File: src/rtl/sdrc_req_gen_mp_if.sv
// Request bus of the multi-page SDRAM request generator: application request
// side plus the chunk interface towards bank_ctl / xfr_ctl.
interface sdrc_req_gen_mp_if #(
  parameter int APP_AW = 26,
  parameter int APP_RW = 9,
  parameter int ID_W   = 4,
  parameter int BA_W   = 2,
  parameter int RA_W   = 13,
  parameter int CA_W   = 13,
  parameter int LEN_W  = APP_RW + 2
);
  logic              req;
  logic [ID_W-1:0]   req_id;
  logic [APP_AW-1:0] req_addr;
  logic [APP_RW-1:0] req_len;
  logic              req_wr_n;
  logic              req_wrap;
  logic              req_ack;
  logic              r2x_idle;
  logic              r2b_req;
  logic [ID_W-1:0]   r2b_req_id;
  logic              r2b_start;
  logic              r2b_last;
  logic              r2b_wrap;
  logic              r2b_write;
  logic [BA_W-1:0]   r2b_ba;
  logic [RA_W-1:0]   r2b_raddr;
  logic [CA_W-1:0]   r2b_caddr;
  logic [LEN_W-1:0]  r2b_len;
  logic              b2r_ack;
  logic              b2r_arb_ok;

  modport master (
    output req, req_id, req_addr, req_len, req_wr_n, req_wrap, b2r_ack, b2r_arb_ok,
    input  req_ack, r2x_idle, r2b_req, r2b_req_id, r2b_start, r2b_last, r2b_wrap,
           r2b_write, r2b_ba, r2b_raddr, r2b_caddr, r2b_len
  );

  modport slave (
    input  req, req_id, req_addr, req_len, req_wr_n, req_wrap, b2r_ack, b2r_arb_ok,
    output req_ack, r2x_idle, r2b_req, r2b_req_id, r2b_start, r2b_last, r2b_wrap,
           r2b_write, r2b_ba, r2b_raddr, r2b_caddr, r2b_len
  );
endinterface

File: src/rtl/sdrc_req_gen_mp.sv
// Multi-page SDRAM request generator: scales an application burst to the SDRAM
// width and issues it to bank_ctl as page-bounded chunks (or one chunk on wrap).
module sdrc_req_gen_mp #(
  parameter int APP_AW = 26,
  parameter int APP_RW = 9,
  parameter int ID_W   = 4,
  parameter int BA_W   = 2,
  parameter int RA_W   = 13,
  parameter int CA_W   = 13
) (
  input  logic        clk,
  input  logic        reset_n,
  input  logic [1:0]  cfg_colbits,
  input  logic        cfg_map,
  input  logic [1:0]  sdr_width,
  sdrc_req_gen_mp_if.slave bus
);
  localparam int LEN_W = APP_RW + 2;
  // page space reaches 2048, so chunk arithmetic needs at least 12 bits
  localparam int SW    = (LEN_W > 12) ? LEN_W : 12;

  typedef enum logic {IDLE, ACTIVE} state_e;
  state_e state_q, state_d;

  logic [ID_W-1:0]   id_q;
  logic              write_q, wrap_q, start_q, last_q;
  logic [APP_AW-1:0] addr_q;
  logic [LEN_W-1:0]  rem_q, len_q;
  logic [BA_W-1:0]   ba_q;
  logic [RA_W-1:0]   row_q;
  logic [CA_W-1:0]   col_q;

  logic              ld, ack, wrap_d, start_d;
  logic [APP_AW-1:0] addr_d;
  logic [LEN_W-1:0]  rem_d, len_int;

  always_comb begin
    case (sdr_width)
      2'b00:   len_int = {2'b00, bus.req_len};
      2'b01:   len_int = {1'b0, bus.req_len, 1'b0};
      default: len_int = {bus.req_len, 2'b00};
    endcase
  end

  always_comb begin
    state_d      = state_q;
    ld           = 1'b0;
    ack          = 1'b0;
    addr_d       = addr_q;
    rem_d        = rem_q;
    wrap_d       = wrap_q;
    start_d      = 1'b0;
    bus.r2x_idle = 1'b0;
    case (state_q)
      IDLE: begin
        ack          = bus.req & bus.b2r_arb_ok;
        bus.r2x_idle = ~bus.req;
        // zero-length bursts are acked and dropped
        if (ack && len_int != '0) begin
          ld      = 1'b1;
          addr_d  = bus.req_addr;
          rem_d   = len_int;
          wrap_d  = bus.req_wrap;
          start_d = 1'b1;
          state_d = ACTIVE;
        end
      end
      ACTIVE: begin
        if (bus.b2r_ack) begin
          if (last_q) state_d = IDLE;
          else begin
            ld     = 1'b1;
            addr_d = addr_q + APP_AW'(len_q);
            rem_d  = rem_q - len_q;
          end
        end
      end
      default: state_d = IDLE;
    endcase
  end

  assign bus.req_ack = ack;

  // Chunk fields for whatever address/remaining is about to be loaded
  logic [3:0]        cbits;
  logic [APP_AW-1:0] pmask, col_a, sh;
  logic [SW-1:0]     space, rem_x, cl_x;
  logic [LEN_W-1:0]  c_len;
  logic              c_last;
  logic [BA_W-1:0]   c_ba;
  logic [RA_W-1:0]   c_row;
  logic [CA_W-1:0]   c_col;

  always_comb begin
    cbits  = 4'd8 + {2'b00, cfg_colbits};
    pmask  = (APP_AW'(1) << cbits) - APP_AW'(1);
    col_a  = addr_d & pmask;
    space  = (SW'(1) << cbits) - SW'(col_a);
    rem_x  = SW'(rem_d);
    cl_x   = (wrap_d || rem_x <= space) ? rem_x : space;
    c_len  = cl_x[LEN_W-1:0];
    c_last = (cl_x == rem_x);
    c_col  = CA_W'(col_a);
    sh     = addr_d >> cbits;
    if (!cfg_map) begin
      c_ba  = BA_W'(sh);
      c_row = RA_W'(sh >> BA_W);
    end else begin
      c_ba  = addr_d[APP_AW-1 -: BA_W];
      c_row = RA_W'({{BA_W{1'b0}}, addr_d[APP_AW-BA_W-1:0]} >> cbits);
    end
  end

  always_ff @(posedge clk or negedge reset_n) begin
    if (!reset_n) begin
      state_q <= IDLE;
      id_q    <= '0;
      write_q <= 1'b0;
      wrap_q  <= 1'b0;
      start_q <= 1'b0;
      last_q  <= 1'b0;
      addr_q  <= '0;
      rem_q   <= '0;
      len_q   <= '0;
      ba_q    <= '0;
      row_q   <= '0;
      col_q   <= '0;
    end else begin
      state_q <= state_d;
      if (ld) begin
        addr_q  <= addr_d;
        rem_q   <= rem_d;
        wrap_q  <= wrap_d;
        start_q <= start_d;
        len_q   <= c_len;
        last_q  <= c_last;
        ba_q    <= c_ba;
        row_q   <= c_row;
        col_q   <= c_col;
      end
      if (ld && state_q == IDLE) begin
        id_q    <= bus.req_id;
        write_q <= ~bus.req_wr_n;
      end
    end
  end

  assign bus.r2b_req    = (state_q == ACTIVE);
  assign bus.r2b_req_id = id_q;
  assign bus.r2b_start  = start_q;
  assign bus.r2b_last   = last_q;
  assign bus.r2b_wrap   = wrap_q;
  assign bus.r2b_write  = write_q;
  assign bus.r2b_ba     = ba_q;
  assign bus.r2b_raddr  = row_q;
  assign bus.r2b_caddr  = col_q;
  assign bus.r2b_len    = len_q;
endmodule

File: src/flat_wrapper.sv
// flat-port wrapper written by rule: the top's interface ports become plain ports
module sdrc_req_gen_mp_flat 
#(
  parameter int APP_AW = 26,
  parameter int APP_RW = 9,
  parameter int ID_W   = 4,
  parameter int BA_W   = 2,
  parameter int RA_W   = 13,
  parameter int CA_W   = 13
)
  (clk, reset_n, cfg_colbits, cfg_map, sdr_width, bus_req, bus_req_id, bus_req_addr, bus_req_len, bus_req_wr_n, bus_req_wrap, bus_b2r_ack, bus_b2r_arb_ok, bus_req_ack, bus_r2x_idle, bus_r2b_req, bus_r2b_req_id, bus_r2b_start, bus_r2b_last, bus_r2b_wrap, bus_r2b_write, bus_r2b_ba, bus_r2b_raddr, bus_r2b_caddr, bus_r2b_len);
  sdrc_req_gen_mp_if #(.APP_AW(APP_AW), .APP_RW(APP_RW), .ID_W(ID_W), .BA_W(BA_W), .RA_W(RA_W), .CA_W(CA_W)) bus_i ();
  input  logic clk;
  input  logic reset_n;
  input  logic [1:0] cfg_colbits;
  input  logic cfg_map;
  input  logic [1:0] sdr_width;
  input wire logic [$bits(bus_i.req)-1:0] bus_req;
  input wire logic [$bits(bus_i.req_id)-1:0] bus_req_id;
  input wire logic [$bits(bus_i.req_addr)-1:0] bus_req_addr;
  input wire logic [$bits(bus_i.req_len)-1:0] bus_req_len;
  input wire logic [$bits(bus_i.req_wr_n)-1:0] bus_req_wr_n;
  input wire logic [$bits(bus_i.req_wrap)-1:0] bus_req_wrap;
  input wire logic [$bits(bus_i.b2r_ack)-1:0] bus_b2r_ack;
  input wire logic [$bits(bus_i.b2r_arb_ok)-1:0] bus_b2r_arb_ok;
  output wire logic [$bits(bus_i.req_ack)-1:0] bus_req_ack;
  output wire logic [$bits(bus_i.r2x_idle)-1:0] bus_r2x_idle;
  output wire logic [$bits(bus_i.r2b_req)-1:0] bus_r2b_req;
  output wire logic [$bits(bus_i.r2b_req_id)-1:0] bus_r2b_req_id;
  output wire logic [$bits(bus_i.r2b_start)-1:0] bus_r2b_start;
  output wire logic [$bits(bus_i.r2b_last)-1:0] bus_r2b_last;
  output wire logic [$bits(bus_i.r2b_wrap)-1:0] bus_r2b_wrap;
  output wire logic [$bits(bus_i.r2b_write)-1:0] bus_r2b_write;
  output wire logic [$bits(bus_i.r2b_ba)-1:0] bus_r2b_ba;
  output wire logic [$bits(bus_i.r2b_raddr)-1:0] bus_r2b_raddr;
  output wire logic [$bits(bus_i.r2b_caddr)-1:0] bus_r2b_caddr;
  output wire logic [$bits(bus_i.r2b_len)-1:0] bus_r2b_len;
  assign bus_i.req = bus_req;
  assign bus_i.req_id = bus_req_id;
  assign bus_i.req_addr = bus_req_addr;
  assign bus_i.req_len = bus_req_len;
  assign bus_i.req_wr_n = bus_req_wr_n;
  assign bus_i.req_wrap = bus_req_wrap;
  assign bus_i.b2r_ack = bus_b2r_ack;
  assign bus_i.b2r_arb_ok = bus_b2r_arb_ok;
  assign bus_req_ack = bus_i.req_ack;
  assign bus_r2x_idle = bus_i.r2x_idle;
  assign bus_r2b_req = bus_i.r2b_req;
  assign bus_r2b_req_id = bus_i.r2b_req_id;
  assign bus_r2b_start = bus_i.r2b_start;
  assign bus_r2b_last = bus_i.r2b_last;
  assign bus_r2b_wrap = bus_i.r2b_wrap;
  assign bus_r2b_write = bus_i.r2b_write;
  assign bus_r2b_ba = bus_i.r2b_ba;
  assign bus_r2b_raddr = bus_i.r2b_raddr;
  assign bus_r2b_caddr = bus_i.r2b_caddr;
  assign bus_r2b_len = bus_i.r2b_len;
  sdrc_req_gen_mp #(.APP_AW(APP_AW), .APP_RW(APP_RW), .ID_W(ID_W), .BA_W(BA_W), .RA_W(RA_W), .CA_W(CA_W)) u_core (.clk(clk), .reset_n(reset_n), .cfg_colbits(cfg_colbits), .cfg_map(cfg_map), .sdr_width(sdr_width), .bus(bus_i));
endmodule
File: config.mk
export PLATFORM = sky130hd
export DESIGN_NAME = sdrc_req_gen_mp_flat
export DESIGN_NICKNAME = d
export VERILOG_FILES = /design/src/rtl/sdrc_req_gen_mp_if.sv /design/src/rtl/sdrc_req_gen_mp.sv /design/src/flat_wrapper.sv
export SDC_FILE = /design/constraint.sdc
export NUM_CORES = 1
export LEC_CHECK = 0
export BUFFER_PORTS_ARGS = -buffer_cell sky130_fd_sc_hd__buf_2
export CAP_MARGIN = 20
export CORE_MARGIN = 2
export CORE_UTILIZATION = 59
export DETAILED_ROUTE_END_ITERATION = 10
export GPL_ROUTABILITY_DRIVEN = 0
export PLACE_DENSITY_LB_ADDON = 0.05
export SYNTH_ARGS = -nofsm -noshare
export SYNTH_HDL_FRONTEND = slang
export SYNTH_SLANG_ARGS = --single-unit
File: constraint.sdc
create_clock -name clk -period 5.3 [get_ports clk]
set_clock_uncertainty 0.1 [all_clocks]
set_input_delay 0.795 -clock clk [delete_from_list [all_inputs] [get_ports clk]]
set_output_delay 0.795 -clock clk [all_outputs]
set_load 0.01 [all_outputs]
Word-level counts from Yosys, hierarchy flattened. Cells that the tools add are included.

Bitwise logic cells: 5. Shifts and indexed selects: 4. Magnitude comparators: 1. Reduce and logical (&&, ||, !) cells: 5. Equal/unequal tests: 2. Multiplexer cells: 23. $add $sub $neg: 5.

Operators with widths (number): two-way mux 26 bit (3); case mux 26 bit (2 select lines) (1); case mux 11 bit (2 select lines) (2); two-way mux 11 bit (3); adder 26 x 11 -> 26 bit (1); right shift 26 x 4 -> 15 bit (1); right shift 24 x 4 -> 13 bit (1); AND 13 bit (1); two-way mux 13 bit (1); << shifter 1 x 4 -> 13 bit, first input constant (1); subtractor 13 x 2 -> 13 bit, second input constant (1); == test 12 x 11 -> 1 bit (1); less-or-equal comparator 11 x 12 -> 1 bit (1); two-way mux 12 bit (1); << shifter 1 x 4 -> 12 bit, first input constant (1); subtractor 12 bit (1); nonzero test 11 bit (1); subtractor 11 bit (1); two-way mux 1 bit (9); adder 4 x 2 -> 4 bit, first input constant (1); case mux 1 bit (2 select lines) (2); NOT 1 bit (3); == test 2 x 1 -> 1 bit, second input constant (1); logical AND 1 bit (2); 4 further kinds (4).

Word-level logic and storage cells: 57. Flip-flop bits (word level): 85. Input port bits: 51.

Depth between registers and ports, before layout. Gate-level depths: netlist of the first run.

Depth after elaboration: 12. Gate-level depth with buffers: 25. Depth with buffers taken out: 22.

Least setup slack after synthesis of the first run. Ideal clock, no wire load.

Kind: input to register. Start point: in sdr_width[0]. End point: reg u_core.len_q[10] (netlist: u_core.bus.r2b_len[10]). Stages on the path: 23. Buffers on the path: 4. Data required time: 5123 ps. Data arrival time: 4919 ps. Path slack: 204 ps. Cells stage by stage: buf_4 -> or4b_1 -> o211ai_2 -> o311ai_2 -> o21ai_2 -> buf_4 -> clkbuf_1 -> a22oi_1 -> inv_1 -> ha_1 -> nor3b_1 -> nand3_1 -> nor3_1 -> xnor2_1 -> nand2_1 -> ha_1 -> o21a_1 -> o32ai_1 -> a211oi_1 -> o41ai_4 -> buf_6 -> o21a_1 -> a21oi_1.

Cells in the longest elaborated chain, start to end: 11. Elaborated cells on any way between the ends: 18.

Ends and longest elaborated chain: from (decl) (RTL line flat_wrapper.sv:17) `input logic [1:0] sdr_width;`; == test 2 x 1 -> 1 bit / zero test 2 bit (equally long branches) (RTL line sdrc_req_gen_mp.sv:38) `case (sdr_width)`; case mux 11 bit (2 select lines) * (RTL line sdrc_req_gen_mp.sv:38); nonzero test 11 bit (RTL line sdrc_req_gen_mp.sv:59) `if (ack && len_int != '0) begin`; logical AND 1 bit (RTL line sdrc_req_gen_mp.sv:59); two-way mux 26 bit (RTL line sdrc_req_gen_mp.sv:59); case mux 26 bit (2 select lines) (RTL line sdrc_req_gen_mp.sv:54) `case (state_q)`; AND 13 bit (RTL line sdrc_req_gen_mp.sv:97) `col_a = addr_d & pmask;`; subtractor 12 bit (RTL line sdrc_req_gen_mp.sv:98) `space = (SW'(1) << cbits) - SW'(col_a);`; less-or-equal comparator 11 x 12 -> 1 bit (RTL line sdrc_req_gen_mp.sv:100) `cl_x = (wrap_d || rem_x <= space) ? rem_x : space;`; logical OR 1 bit (RTL line sdrc_req_gen_mp.sv:100); two-way mux 12 bit (RTL line sdrc_req_gen_mp.sv:100); to (signal assigned) (RTL line sdrc_req_gen_mp.sv:135) `len_q <= c_len;`; to (decl) (RTL line sdrc_req_gen_mp.sv:28) `logic [LEN_W-1:0] rem_q, len_q;`.

Mark *: on every way between the ends. The rest lies on a longest branch, timed or not. A chain may end at the register's enable or synchronous reset.

Worst setup path in the final report of the first run.
Start point: in sdr_width[0]. End point: reg u_core.len_q[7] (netlist: u_core.bus.r2b_len[7]).

Elaborated cells on any way between the ends: 18.

RTL lines: == test 2 x 1 -> 1 bit / zero test 2 bit (equally long branches) (RTL line sdrc_req_gen_mp.sv:38); case mux 11 bit (2 select lines) * (RTL line sdrc_req_gen_mp.sv:38); nonzero test 11 bit (RTL line sdrc_req_gen_mp.sv:59); logical AND 1 bit (RTL line sdrc_req_gen_mp.sv:59); two-way mux 11 bit * (RTL line sdrc_req_gen_mp.sv:59); case mux 11 bit (2 select lines) * (RTL line sdrc_req_gen_mp.sv:54); net u_core.rem_d[1] (RTL line sdrc_req_gen_mp.sv:35) `logic [LEN_W-1:0] rem_d, len_int;`; less-or-equal comparator 11 x 12 -> 1 bit * (RTL line sdrc_req_gen_mp.sv:100); logical OR 1 bit * (RTL line sdrc_req_gen_mp.sv:100); two-way mux 12 bit * (RTL line sdrc_req_gen_mp.sv:100).

The timed path passes the listed nets; every way through them passes the cells marked *.

==> key figures, run 1 <==
Final layout
  – Area Growth Syn to Fin: 15.6%
  – Final core utilization: 69.8%
  – Layout Nets: 943
  – # fillers: 893
  – N_diodes: 0
  – Share of layout cells above drive strength 1: 24.0%

Clock network
  – CTS sink count: 77
  – CTS Root Buffer Type: clkbuf_8
  – CTS Buf Count: 9
  – Post-cts hold buffer count: 0
  – Reg clk slew, reported paths: 0.09 ns
  – # H-tree levels: 3
  – Clock Tree Buf Depth: 2
  – CTS tree: done
  – Clock Latency Late Sink: 0.39 ns

Worst setup path
  – CP Launch Type: input pin
  – Kind of critical path: input pin to flip-flop
  – Worst endpoint required time: 5.52 ns
  – Slowest stage delay, CP: 0.48 ns
  – Critical path cell sequence: buf_2, or4b_1, o211ai_2, o311ai_2, o21ai_2, buf_4, nor2_1, a211oi_2, ha_1, nor2b_1, o21a_1, o21a_1, o21ai_0, nand2b_1, a21oi_1, nor2b_1, o21ai_0, a211oi_2, buf_4, o41ai_4, mux2_2, o21ai_1
  – Data arrival, critical path: 5.27 ns
  – Max FO, Critical Path: 13
  – Crit path max-delay family: compound AO/OA/AOI/OAI gates
  – R2R Setup Slk: 0.27 ns
  – Slowest stage cell, crit path: or4b_1
  – Bufs and invs on worst path: 3
  – Worst setup EP type: flip-flop

Route
  – DR vias: 6245
  – Final WL: 19100 µm
  – DRC viols: 0
  – DR pass1 iterations: 5
  – Antenna-violating nets left: 0
  – Initial DRC count: 680
  – Routed WL per cell: 19.1 µm
  – Post-DR vias/cell: 6.24

STA
  – FMAX: 0.198 GHz
  – Final hold viol count: 0
  – Hold_ws: 0.278 ns
  – Setup TNS: 0 ns
  – Slew @ Worst Pin: 1.00 ns
  – Final setup margin: 0.248 ns
  – Max Slew Vio Count: 0
  – Tcrit/Tclk final: 95.3%
  – Final setup violation count: 0
  – Slew margin rel.: 32.5%
  – Minimum clock period: 5.05 ns

Logic synthesis
  – Simple-Gate Fraction of Synth Area: 17.2%
  – Mean post-synth cell area: 8.73 µm²
  – Async SR Flop Fraction: 100%
  – Post-synthesis sequential area ratio: 29.4%
  – Mapped Cells: 750
  – Syn nets: 837
  – Synth Cell Area: 6550 µm²
  – Synth Area in Compound Gates: 21.1%
  – Distinct cells, synth: 82
  – Flops & latches, synth: 77
  – Largest family of logic cells by synthesized area: compound AO/OA/AOI/OAI gates
  – Top FF cell, synth: dfrtp_1
  – Post-synthesis xor/xnor area fraction: 6.13%
  – Ys Warns: 0
  – Adder-Cell Fraction of Synth Area: 7.11%
  – Mux cell area share after synthesis: 13.0%
  – Post-synth EDFFs: 0

Global routing
  – Initial antenna violation count: 0
  – Largest net degree at the start of global routing: 54
  – Via count of the first global-routing pass: 5882
  – Total gr overflow: 0
  – First-pass GRT wire length: 29600 µm
  – GRT Util Overall: 32.5%

Power
  – Total power: 5.70 mW
  – Clk network pwr share: 8.5%
  – Sw Ratio: 50.3%
  – P_sw: 2.87 mW
  – Static Leak: 3.58 nW
  – Pwr/cell area: 754 nW/µm²
  – Reg power frac: 20.4%
  – Int Power: 2.83 mW
  – Worst vdd ir: 443 µV
  – Combinational power share: 71.2%

Run
  – Max-capacitance violation count: 0

Floorplanning
  – Die ar.: 12000 µm²
  – Initial Util: 60.4%
  – Boundary pin count: 101
  – Die Y: 109 µm
  – Row count: 38
  – Core area: 10800 µm²
  – Die width: 109 µm

Worst hold path
  – Min-Delay Path Class: input pin to asynchronous set/reset pin

Placement
  – HPWL after DPL: 14300 µm
  – Port Buffer Count: 100
  – Placement Setup Slack: -0.153 ns

Status
  – Status: finished, final reports clean
==> registers in the layout, summed over array words and instances, names as in the netlist, 2 cells and up <==
register / count
u_core.addr_q: 18
u_core.bus.r2b_ba: 2
u_core.bus.r2b_caddr: 13
u_core.bus.r2b_len: 11
u_core.bus.r2b_raddr: 13
u_core.bus.r2b_req_id: 4
u_core.rem_q: 11
==> routing by layer <==
metal  up-vias  global-route usage [%]  part of all wire [%]
li1       2931                       -                     -
met1      3002                    47.0                    46
met2       279                    48.1                    44
met3        33                    6.46                   8.7
met4         0                    12.1                   2.1
met5         -                       0                     0
==> final timing paths <==
| check | endpoint | start | cells after the start |
|---|---|---|---|
| min in group clk | u_core.bus.r2b_start$_DFFE_PN0P_ | u_core.bus.r2b_start$_DFFE_PN0P_ | 2 |
| max reg2reg | u_core.bus.r2b_len[7]$_DFFE_PN0P_ | u_core.bus.r2b_caddr[0]$_DFFE_PN0P_ | 21 |
| min | u_core.rem_q[2]$_DFFE_PN0P_ | reset_n | 1 |
| max in group asynchronous | u_core.bus.r2b_caddr[0]$_DFFE_PN0P_ | reset_n | 2 |
| max | u_core.bus.r2b_len[7]$_DFFE_PN0P_ | sdr_width[0] | 22 |
| min reg2reg | u_core.bus.r2b_start$_DFFE_PN0P_ | u_core.bus.r2b_start$_DFFE_PN0P_ | 2 |
==> cells in the mapped netlist, drive strengths merged (5+ instances only) <==
cell type	n	area, µm²
mux2i	59	591
a32oi	6	60.1
buf	25	153
nor2	37	139
nand4	9	62.6
nor2b	12	75.1
nand2	97	364
mux4	8	180
nor4	6	37.5
inv	45	169
a21o	5	37.5
a21oi	42	221
mux2	7	78.8
xor2	11	104
nand3	18	95.1
o211ai	6	50.1
xnor2	34	298
o21a	9	67.6
o22ai	5	31.3
nor3	10	50.1
a211oi	18	150
dfrtp	77	1930
and2	9	58.8
o21ai	59	299
and3	8	50.1
ha	34	425
clkbuf	20	75.1
nand2b	6	37.5
==> cells by family after synthesis <==
group                    after synthesis
adder cells (fa/ha/maj)               36
multiplexers                          74
AO/OA/AOI/OAI                        196
flip-flops                            77
XOR/XNOR                              45
AND/OR/NAND/NOR                      232
buffers and inverters                 90
==> layout make-up <==
cell class / count / area [µm²] / area share, %
multi-input cells: 584 / 4300 / 56.8
inverters: 45 / 169 / 2.23
well taps: 140 / 175 / 2.31
flip-flops and latches: 77 / 1930 / 25.5
clock buffers: 10 / 128 / 1.69
repair buffers: 139 / 796 / 10.5
clock inverters: 6 / 70.1 / 0.926
==> power by group through the flow <==
stage,logic [mW],registers [mW],clock network (mW)
after global placement,3.66,1.15,0
after CTS,3.80,1.15,0.485
final,4.06,1.16,0.483
after global routing,4.45,1.19,0.509
after detailed placement,3.78,1.16,0
after floorplan,2.80,1.15,0
==> per-stage QoR <==
stage,instance area (µm²),cells
floorplan,6550,750
global placement,7220,973
detailed placement,7220,973
CTS,7420,989
global route,7570,1001
finish,7570,1001
==> worst register-to-register path, stage by stage (launching register included) <==
cell and delay (ns):
dfrtp_2 0.43, ha_1 0.23, inv_1 0.07, fa_1 0.43
nor2b_1 0.20, o2111ai_1 0.22, a21boi_1 0.25, o31ai_1 0.10
mux2_2 0.32, nor2_1 0.18, nand3_2 0.13, or3_1 0.42
a31oi_4 0.22, ha_1 0.31, o21a_1 0.14, o21a_1 0.18
o32ai_1 0.16, a211oi_2 0.08, buf_4 0.17, o41ai_4 0.12
mux2_2 0.41, o21ai_1 0.11
==> cells in the final DEF (no fill, tap or decap), types with 5 or more instances in the layout <==
cell and n:
ha_1 34, and2_1 8, o21a_1 9, o22ai_1 5
nor4_1 5, a211oi_2 5, o21ai_1 15, inv_1 44
o211ai_1 5, nand2b_1 6, and3_1 8, xnor2_1 34
buf_2 99, nand4_1 8, xor2_1 10, buf_4 40
nand3_1 17, mux4_2 8, a211oi_1 13, a32oi_1 5
nor2b_1 12, o21ai_0 42, a21oi_1 38, nor3_1 9
clkbuf_8 9, mux2i_1 59, nand2_1 97, dfrtp_1 75
nor2_1 37, mux2_2 5
==> what timing repair did <==
item	4_1_cts	5_1_grt
buffers inserted	0	11
setup endpoints to repair	0	12
gates resized for setup	0	14
Power figures use the tool's default switching activity.
==> inputs of run 2 (changes only) <==
--- a/config.mk
+++ b/config.mk
@@ -6,11 +6,11 @@
 export NUM_CORES = 1
 export LEC_CHECK = 0
 export BUFFER_PORTS_ARGS = -buffer_cell sky130_fd_sc_hd__buf_2
-export CAP_MARGIN = 20
 export CORE_MARGIN = 2
-export CORE_UTILIZATION = 59
+export CORE_UTILIZATION = 40
 export DETAILED_ROUTE_END_ITERATION = 10
 export GPL_ROUTABILITY_DRIVEN = 0
+export MAX_ROUTING_LAYER = met4
 export PLACE_DENSITY_LB_ADDON = 0.05
 export SYNTH_ARGS = -nofsm -noshare
 export SYNTH_HDL_FRONTEND = slang
==> key figures, run 2 (synthesis results as in run 1) <==
Clock network
  – CTS sink count: 77 (unchanged)
  – CTS Buf Count: 9 (unchanged)
  – Reg clk slew, reported paths: 0.06 ns (was 0.09 ns)
  – # H-tree levels: 3 (unchanged)
  – CTS Root Buffer Type: clkbuf_16 (was clkbuf_8)
  – Clock Tree Buf Depth: 2 (unchanged)
  – Clock Latency Late Sink: 0.35 ns (was 0.39 ns)
  – CTS tree: done (unchanged)
  – Post-cts hold buffer count: 0 (unchanged)

Power
  – Static Leak: 3.68 nW (was 3.58 nW)
  – Int Power: 3.14 mW (was 2.83 mW)
  – Combinational power share: 68.6% (was 71.2%)
  – Pwr/cell area: 770 nW/µm² (was 754 nW/µm²)
  – Reg power frac: 19.0% (was 20.4%)
  – Worst vdd ir: 276 µV (was 443 µV)
  – Total power: 6.05 mW (was 5.70 mW)
  – Clk network pwr share: 12.4% (was 8.5%)
  – P_sw: 2.91 mW (was 2.87 mW)
  – Sw Ratio: 48.1% (was 50.3%)

Status
  – Status: finished, final reports clean (unchanged)

Worst setup path
  – Slowest stage cell, crit path: o41ai_1 (was or4b_1)
  – CP Launch Type: flip-flop (was input pin)
  – Data arrival, critical path: 5.19 ns (was 5.27 ns)
  – Slowest stage delay, CP: 0.51 ns (was 0.48 ns)
  – Worst endpoint required time: 5.41 ns (was 5.52 ns)
  – R2R cell count: 23 (was 21)
  – Critical path cell sequence: inv_1, ha_1, inv_1, fa_1, a21o_1, a211oi_1, nor2_1, o41ai_1, o21ai_0, a21oi_1, xnor2_1, nor2_1, xnor2_1, a21oi_1, ha_1, nand4_1, o32ai_2, a211oi_2, buf_4, o41ai_4, buf_4, mux2i_1, o21ai_1 (was buf_2, or4b_1, o211ai_2, o311ai_2, o21ai_2, buf_4, nor2_1, a211oi_2, ha_1, nor2b_1, o21a_1, o21a_1, o21ai_0, nand2b_1, a21oi_1, nor2b_1, o21ai_0, a211oi_2, buf_4, o41ai_4, mux2_2, o21ai_1)
  – FF-to-FF End: u_core.bus.r2b_len[3]$_DFFE_PN0P_ (was u_core.bus.r2b_len[7]$_DFFE_PN0P_)
  – Reg2reg start: u_core.rem_q[0]$_DFFE_PN0P_ (was u_core.bus.r2b_caddr[0]$_DFFE_PN0P_)
  – Crit path max-delay family: compound AO/OA/AOI/OAI gates (unchanged)
  – R2R Setup Slk: 0.22 ns (was 0.27 ns)
  – Worst setup EP type: flip-flop (unchanged)
  – Max FO, Critical Path: 6 (was 13)
  – CP Launch Point: u_core.rem_q[0]$_DFFE_PN0P_ (was sdr_width[0])
  – Bufs and invs on worst path: 4 (was 3)
  – Kind of critical path: flip-flop to flip-flop (was input pin to flip-flop)

Final layout
  – Layout Nets: 950 (was 943)
  – Area Growth Syn to Fin: 20.1% (was 15.6%)
  – Max reg flops: 18 (unchanged)
  – Share of layout cells above drive strength 1: 24.2% (was 24.0%)
  – N_diodes: 0 (unchanged)
  – Reg with most FFs: u_core.addr_q (unchanged)
  – Commonest non-fill, non-tap cell in the layout: buf_2 (unchanged)
  – Non-filler instance count after layout: 1083 (was 1001)
  – Most frequent cells in the layout: buf_2 (99), nand2_1 (97), dfrtp_1 (75) (unchanged)

STA
  – Hold_ws: 0.307 ns (was 0.278 ns)
  – Final setup violation count: 0 (unchanged)
  – Tcrit/Tclk final: 95.9% (was 95.3%)
  – Slew @ Worst Pin: 0.876 ns (was 1.00 ns)
  – FMAX: 0.197 GHz (was 0.198 GHz)
  – Setup TNS: 0 ns (unchanged)
  – Final setup margin: 0.219 ns (was 0.248 ns)
  – Slew margin rel.: 41.0% (was 32.5%)
  – Max Slew Vio Count: 0 (unchanged)
  – Final hold viol count: 0 (unchanged)
  – Minimum clock period: 5.08 ns (was 5.05 ns)

Global routing
  – First-pass GRT wire length: 32600 µm (was 29600 µm)
  – Initial antenna violation count: 0 (unchanged)
  – Largest net degree at the start of global routing: 54 (unchanged)
  – GRT Util Overall: 24.4% (was 32.5%)
  – Via count of the first global-routing pass: 6062 (was 5882)
  – Total gr overflow: 0 (unchanged)

Route
  – DR pass1 iterations: 5 (unchanged)
  – Final WL: 20500 µm (was 19100 µm)
  – DR vias: 6055 (was 6245)
  – Antenna-violating nets left: 0 (unchanged)
  – Routed WL per cell: 19.0 µm (was 19.1 µm)
  – Post-DR vias/cell: 5.59 (was 6.24)
  – Initial DRC count: 383 (was 680)
  – DRC viols: 0 (unchanged)

Floorplanning
  – Boundary pin count: 101 (unchanged)
  – Initial Util: 41.1% (was 60.4%)
  – Row count: 46 (was 38)
  – Die Y: 132 µm (was 109 µm)
  – Die ar.: 17400 µm² (was 12000 µm²)
  – Die width: 132 µm (was 109 µm)
  – Core area: 15900 µm² (was 10800 µm²)

Worst hold path
  – Min-Delay Path Class: input pin to asynchronous set/reset pin (unchanged)

Placement
  – Port Buffer Count: 100 (unchanged)
  – HPWL after DPL: 15700 µm (was 14300 µm)
  – Placement Setup Slack: -0.228 ns (was -0.153 ns)
  – Inst Count DP: 1060 (was 973)

Run
  – Max-capacitance violation count: 0 (unchanged)
[run 2: layout make-up]
type / count / area, µm²
clock buffers: 10 / 239
clock inverters: 5 / 108
fillers: 1535 / 8080
inverters: 45 / 169
multi-input cells: 584 / 4300
flip-flops and latches: 77 / 1930
well taps: 216 / 270
repair buffers: 146 / 848
[run 2: worst max-delay path by stage]
stage                                    endpoint  depth (start not counted)
5_1_grt         u_core.bus.r2b_len[3]$_DFFE_PN0P_                         21
2_1_floorplan  u_core.bus.r2b_len[10]$_DFFE_PN0P_                         23
4_1_cts         u_core.bus.r2b_len[2]$_DFFE_PN0P_                         20
3_5_place_dp    u_core.bus.r2b_len[2]$_DFFE_PN0P_                         19
3_3_place_gp    u_core.bus.r2b_len[2]$_DFFE_PN0P_                         20
6_report        u_core.bus.r2b_len[3]$_DFFE_PN0P_                         23
[run 2: metrics by stage]
| step | area (µm²) | utilization [%] |
|---|---|---|
| 6_report | 7860 | 49.3 |
| 4_1_cts | 7740 | 48.6 |
| 3_3_place_gp | 7400 | 46.4 |
| 5_1_grt | 7860 | 49.3 |
| 3_5_place_dp | 7400 | 46.4 |
| 2_1_floorplan | 6550 | - |
[run 2: power by group through the flow]
stage	Combinational [mW]	Sequential (mW)	Clock [mW]
global route	4.57	1.19	0.791
CTS	3.95	1.14	0.766
global placement	3.86	1.14	0
finish	4.15	1.15	0.750
floorplan	2.80	1.15	0
detailed placement	3.93	1.15	0
[run 2: what timing repair did]
action / CTS / global route
endpoints found under the setup margin: 0 / 12
buffers inserted: 0 / 7
resized for setup: 0 / 12
[run 2: metal layers]
metal	up-vias	share of wire, %	GRT usage, %
met3	26	4.0	2.77
li1	2943	-	-
met2	153	43	35.4
met4	0	1.4	7.00
met5	-	0	-
met1	2933	52	35.6
